--- config.mk ---
export PLATFORM = sky130hd
export DESIGN_NAME = stopwatch_core
export DESIGN_NICKNAME = d
export VERILOG_FILES = /design/src/rtl/stopwatch_core.sv
export SDC_FILE = /design/constraint.sdc
export NUM_CORES = 1
export LEC_CHECK = 0
export CORE_MARGIN = 5
export CORE_UTILIZATION = 29
export CTS_CLUSTER_SIZE = 40
export DETAILED_ROUTE_END_ITERATION = 10
export PLACE_DENSITY_LB_ADDON = 0.25
export SLEW_MARGIN = 30
export SYNTH_ARGS = -nofsm -noshare
export SYNTH_HDL_FRONTEND = slang
export SYNTH_SLANG_ARGS = --single-unit
--- constraint.sdc ---
create_clock -name clk -period 2.8 [get_ports clk]
set_input_delay 0.56 -clock clk [delete_from_list [all_inputs] [get_ports clk]]
set_output_delay 0.56 -clock clk [all_outputs]
set_load 0.05 [all_outputs]
--- src/rtl/stopwatch_core.sv ---
// rtl/stopwatch_core.sv - MM:SS.hh BCD stopwatch driven by a divided-clock tick treated as data
module stopwatch_core #(
  parameter bit WRAP        = 1'b1,
  parameter int SYNC_STAGES = 2
) (
  input  logic        clk,
  input  logic        reset,
  input  logic        tick_clk,
  input  logic        start_stop,
  input  logic        clear,
  output logic        running,
  output logic [23:0] digits,
  output logic        rollover
);

  typedef enum logic [1:0] {S_IDLE, S_RUN, S_PAUSE} state_t;

  localparam logic [23:0] TERMINAL = 24'h595999;

  logic [SYNC_STAGES-1:0] tick_sync_q, start_sync_q, clear_sync_q;
  logic                   tick_prev_q, start_prev_q, clear_prev_q;
  logic                   tick_rise, start_rise, clear_rise;

  state_t      state_q, state_d;
  logic [23:0] digits_q, digits_d;
  logic        rollover_q, rollover_d;

  always_ff @(posedge clk or negedge reset) begin
    if (!reset) begin
      tick_sync_q  <= '0;
      start_sync_q <= '0;
      clear_sync_q <= '0;
      tick_prev_q  <= 1'b0;
      start_prev_q <= 1'b0;
      clear_prev_q <= 1'b0;
    end else begin
      tick_sync_q  <= {tick_sync_q[SYNC_STAGES-2:0], tick_clk};
      start_sync_q <= {start_sync_q[SYNC_STAGES-2:0], start_stop};
      clear_sync_q <= {clear_sync_q[SYNC_STAGES-2:0], clear};
      tick_prev_q  <= tick_sync_q[SYNC_STAGES-1];
      start_prev_q <= start_sync_q[SYNC_STAGES-1];
      clear_prev_q <= clear_sync_q[SYNC_STAGES-1];
    end
  end

  assign tick_rise  = tick_sync_q[SYNC_STAGES-1] & ~tick_prev_q;
  assign start_rise = start_sync_q[SYNC_STAGES-1] & ~start_prev_q;
  assign clear_rise = clear_sync_q[SYNC_STAGES-1] & ~clear_prev_q;

  // Ripple a +1 through the six BCD digits, LSB (hundredths ones) first; tens of seconds and minutes stop at 5.
  function automatic logic [23:0] bcd_inc(input logic [23:0] d);
    logic [23:0] r;
    logic        carry;
    logic [3:0]  lim;
    r     = d;
    carry = 1'b1;
    for (int i = 0; i < 6; i++) begin
      lim = (i == 3 || i == 5) ? 4'd5 : 4'd9;
      if (carry) begin
        if (d[i*4 +: 4] == lim) begin
          r[i*4 +: 4] = 4'd0;
        end else begin
          r[i*4 +: 4] = d[i*4 +: 4] + 4'd1;
          carry       = 1'b0;
        end
      end
    end
    return r;
  endfunction

  always_ff @(posedge clk or negedge reset) begin
    if (!reset) begin
      state_q    <= S_IDLE;
      digits_q   <= '0;
      rollover_q <= 1'b0;
    end else begin
      state_q    <= state_d;
      digits_q   <= digits_d;
      rollover_q <= rollover_d;
    end
  end

  always_comb begin
    state_d    = state_q;
    digits_d   = digits_q;
    rollover_d = 1'b0;
    if (clear_rise) begin
      state_d  = S_IDLE;
      digits_d = '0;
    end else if (start_rise) begin
      state_d = (state_q == S_RUN) ? S_PAUSE : S_RUN;
    end else if (tick_rise && state_q == S_RUN) begin
      if (digits_q == TERMINAL) begin
        rollover_d = 1'b1;
        if (WRAP) digits_d = '0;
        else      state_d  = S_PAUSE;
      end else begin
        digits_d = bcd_inc(digits_q);
      end
    end
  end

  assign running  = (state_q == S_RUN);
  assign digits   = digits_q;
  assign rollover = rollover_q;

endmodule
# ---- Word-level counts from Yosys, hierarchy flattened
# Cells that the tools add are included.
dict set report op_classes {
  addsub 6
  n_eq_ne 9
  muxes 51
  n_bitwise 6
  reduce_logical 14
}
# cell n
set ops {}
lappend ops {{24-bit two-way mux} 4}
lappend ops {{4-bit two-way mux} 11}
lappend ops {{1-bit two-way mux} 33}
lappend ops {{4-bit by 1-bit adder with 4-bit output, second input constant} 6}
lappend ops {{24-bit by 23-bit equality test with 1-bit output, second input constant} 1}
lappend ops {{4-bit equality test, second input constant} 4}
lappend ops {{3-bit AND reduction} 5}
lappend ops {{3-bit nonzero test} 5}
lappend ops {{4-bit by 3-bit equality test with 1-bit output, second input constant} 2}
lappend ops {{2-bit two-way mux} 3}
lappend ops {{2-bit nonzero test} 2}
lappend ops {{1-bit bitwise AND} 3}
lappend ops {{1-bit inverter} 3}
lappend ops {{2-bit by 1-bit equality test with 1-bit output, second input constant} 1}
lappend ops {{2-bit by 1-bit != test with 1-bit output, second input constant} 1}
lappend ops {{2-bit AND reduction} 1}
lappend ops {{1-bit logical AND} 1}
dict set report word_totals {
  ff_bits 36
  in_bits 5
  word_cells 100
}

# ---- Longest topological paths before layout
dict set report depth {
  depth_word 31
  mapped_depth 9
  ltp_nobuf 7
}

# ---- Least setup slack after synthesis
# Ideal clock, no wire load.
dict set report synth_timing {
  path_kind {register to register}
  startpoint {reg digits_q[0] (netlist: digits[0])}
  endpoint {reg digits_q[19] (netlist: digits[19])}
  setup_ns 0.082
  arrival_ns 2.179
  path_slack_ns 0.539
  path_stages_with_launch 9
  n_path_buf 2
  cell_sequence {dfrtp_1 -> ha_1 -> and3b_1 -> buf_6 -> and2_4 -> buf_6 -> nand3_4 -> or4b_1 -> a31oi_1}
}
dict set report synth_between {
  elab_chain_len 23
  word_cells_on_any_way 28
}
# element line
set synth_rtl {}
lappend synth_rtl {{from (decl)} 25} ;# logic [23:0] digits_q, digits_d;
lappend synth_rtl {{from (signal assigned)} 78} ;# digits_q <= digits_d;
lappend synth_rtl {{4-bit equality test} 60} ;# if (d[i*4 +: 4] == lim) begin
lappend synth_rtl {{1-bit two-way mux} 60}
lappend synth_rtl {{1-bit two-way mux} 93} ;# if (digits_q == TERMINAL) begin
lappend synth_rtl {{1-bit two-way mux} 92} ;# end else if (tick_rise && state_q == S_RUN) begin
lappend synth_rtl {{1-bit two-way mux} 90} ;# end else if (start_rise) begin
lappend synth_rtl {{1-bit two-way mux} 87} ;# if (clear_rise) begin
lappend synth_rtl {{1-bit two-way mux} 59} ;# if (carry) begin
lappend synth_rtl {{1-bit two-way mux} 93}
lappend synth_rtl {{[7 not listed]} -}
lappend synth_rtl {{1-bit two-way mux} 87}
lappend synth_rtl {{1-bit two-way mux} 59}
lappend synth_rtl {{1-bit two-way mux} 93}
lappend synth_rtl {{1-bit two-way mux} 92}
lappend synth_rtl {{1-bit two-way mux} 90}
lappend synth_rtl {{1-bit two-way mux} 87}
lappend synth_rtl {{3-bit nonzero test (no line)} -}
lappend synth_rtl {{3-bit AND reduction (no line)} -}
# Several ways; a longest one is shown, not always the timed one. The select of a mux whose other input is x is not followed.
# A chain may end at the register's enable or synchronous reset.

# ---- Worst setup path in the final report
dict set report layout_timing {
  startpoint {reg state_q[1]}
  endpoint {out running}
}
dict set report layout_between {
  elab_chain_len 1
}
# element line
set layout_rtl {}
lappend layout_rtl {{from (decl)} 24} ;# state_t state_q, state_d;
lappend layout_rtl {{from (signal assigned)} 77} ;# state_q <= state_d;
lappend layout_rtl {{2-bit by 1-bit equality test with 1-bit output} 103} ;# assign running = (state_q == S_RUN);
lappend layout_rtl {{to (decl)} 11} ;# output logic running,
# Every way passes these cells.

==> impl_metrics.yaml <==
outcome:
  status: "completed"
power_and_ir_drop:
  irDropWorstVdd_mv: 0.193
  p_sw_mw: 0.249
  switching_share_pct: 23.3
  power_mw: 1.07
  pwr-share-seq_pct: 50.6
  p_per_area_nw_per_um2: 462
  intPower_mw: 0.820
  leakage_nw: 0.966
  pwr-share-clk_pct: 42.5
  p_comb_share_pct: 7.0
timing:
  rsz0062_at_grt: "false"
  period_share_pct: 79.8
  skew_ns: 0.00604
  slew_viol_final: 0
  period_minus_slack_ns: 2.23
  setup_viol: 0
  max_freq_mhz: 448
  setup_ws_ns: 0.567
  slew_headroom_pct: 45.2
  timing.hold.ws_ns: 0.351
  tns_ns: 0
  finalHoldViolCount: 0
  tightestPinTransition_ns: 0.821
clock_tree:
  clock-sinks: 36
  cts_root_buf: "clkbuf_8"
  cts_resized: 0
  cts_inserted_buffers: 5
  cts_buffer_depth: 2
  clk_latency_ns: 0.29
  postCtsHoldBufs: 0
  postCtsSetupBuffers: 0
  cts_tree: "done"
  h-tree-depth: 2
  cts.reportedPaths.clkPinSlew_ns: 0.07
yosys:
  ys.warnings.count: 0
  netlist_area_sq_um: 1850
  yosysMostFrequentCell: "dfrtp_1"
  syn_avg_cell_area_sq_um: 9.82
  ys_types: 39
  netlist.top_cell.by_area: "dfrtp_1"
  synth_top_cell_area_share_pct: 48.8
  ys.flop_type: "dfrtp_1"
  synth_edf_count: 0
  ys_seq_area_share_pct: 48.8
  syn_nets: 205
  synthCells: 188
  synth.top_cells.by_area: "dfrtp_1 49%, ha_1 8.1%, a21oi_1 5.4%, nand2_1 4.9%, nor2_1 2.4%"
  ys_ff_latch: 36
  async_flop_share_pct: 100
  synth_common_cells: "36 x dfrtp_1, 24 x nand2_1, 20 x a21oi_1"
floorplanning:
  num_rows: 29
  die-height_um: 89.8
  initial_core_util_pct: 29.4
  die_x_um: 89.8
  pin_count: 31
  die-area_sq_um: 8060
  core-area_sq_um: 6280
setup_path:
  worstPathMaxFanout: 3
  critPathLaunch: "state_q[1]"
  worstPathRequired_ns: 2.24
  cp_data_arrival_time_ns: 1.67
  crit_path_end_kind: "output port"
  r2r_cells: 7
  rr_startpoint: "digits[1]"
  endpoint: "running"
  regToRegSetupSlack_ns: 0.74
  r2r_end: "digits[22]"
  crit_type: "flip-flop to output port"
  critPathLaunchType: "flip-flop"
route:
  wl_um: 3700
  dr.first_iter.drc_count: 46
  vias_per_cell: 4.75
  drc: 0
  postRouteAntennaNets: 0
  num_vias: 1415
  first_pass_iters: 4
  wl_per_cell_um: 12.4
cells_and_area:
  regArea_sq_um: 901
  antenna_cells: 0
  multi_input_area_sq_um: 878
  instances_no_fill: 298
  drive_above_1_share_pct: 9.05
  area_delta_synth_final_pct: 25.4
  fin_area_sq_um: 2320
  fin_util_pct: 36.9
  nets: 237
  nFillCells: 648
grt:
  grt_max_degree: 37
  grt-ovfl-total: 0
  antenna_found_initial: 0
  grt_pass1_vias: 1318
  grt_usage_pct: 9.69
  grt_pass1_wl_um: 6470
min_path:
  min_path_type: "flip-flop to flip-flop"
placed_design:
  dp_cells: 290
  dp_hpwl_um: 2650
  port_buffers: 30
  placed_cell_area_sq_um: 2200
  place.gp.congestion: 0.737
  place_ws_ns: 0.745
flow_run:
  maxCapViolCount: 0
==> registers in the layout (all words and copies together), names as in the netlist <==
register,flops
digits,24
clear_sync_q,2
start_sync_q,2
state_q,2
tick_sync_q,2
clear_prev_q,1
rollover,1
start_prev_q,1
tick_prev_q,1
==> worst min-delay path by stage <==
stage                         start              end  slack [ns]  cells after the start
finish              clear_sync_q[0]  clear_sync_q[1]        0.35                      0
global route         tick_sync_q[0]   tick_sync_q[1]        0.36                      0
CTS                  tick_sync_q[0]   tick_sync_q[1]        0.35                      0
detailed placement   tick_sync_q[0]   tick_sync_q[1]        0.34                      0
global placement    clear_sync_q[0]  clear_sync_q[1]        0.33                      0
floorplan                     reset     clear_prev_q        0.26                      0
==> per-layer routing <==
| layer | wire length, um | GRT usage, % | vias up |
|---|---|---|---|
| li1 | - | - | 720 |
| met5 | 0 | 0 | - |
| met4 | 68 | 3.78 | 0 |
| met2 | 1650 | 14.5 | 21 |
| met3 | 206 | 3.76 | 5 |
| met1 | 1780 | 12.6 | 669 |
==> worst max-delay path, cell delays in order, from the launching register on <==
cell             delay [ns]
dfrtp_1                0.39
nor2b_1                0.17
clkdlybuf4s50_1        0.83
==> cells by family (layout without fill, tap and decap cells) <==
logic type | after synthesis | in the layout | share of synthesized area (%)
compound gates | 34 | 34 | 10.2
xor+xnor | 3 | 3 | 1.42
fa+ha+maj | 12 | 12 | 8.13
buf+inv | 13 | 46 | 3.66
flops | 36 | 36 | 48.8
mux | 2 | 2 | 1.08
simple gates | 88 | 88 | 26.7
==> cells in the final DEF (no fill, tap or decap), drive strengths merged, types with 2 or more instances in the layout <==
cell / n
nand4: 2
nand2: 24
or3: 10
clkbuf: 5
a21oi: 20
buf: 2
dfrtp: 36
mux2i: 2
nor2b: 3
and3: 3
inv: 7
and3b: 5
and2: 6
o21ai: 8
a31oi: 2
nand3: 8
nor3: 7
nor2: 12
nand2b: 2
clkdlybuf4s50: 29
ha: 12
xor2: 2
==> area by class of cell <==
type                            instances  share of cell area [%]
Clock inverter                          3                    1.84
Multi-Input combinational cell        139                    37.9
Inverter                                7                    1.13
Timing Repair Buffer                   31                    13.1
Tap cell                               77                    4.16
Sequential cell                        36                    38.9
Clock buffer                            5                    2.97
==> power groups by stage <==
stage	logic, mW	registers [mW]	clock network [mW]
after global routing	0.0827	0.544	0.493
final	0.0744	0.541	0.454
after global placement	0.0766	0.551	0
after detailed placement	0.0761	0.552	0
after CTS	0.0764	0.541	0.474
after floorplan	0.0351	0.559	0
No activity file was read; power rests on OpenSTA's default activity.
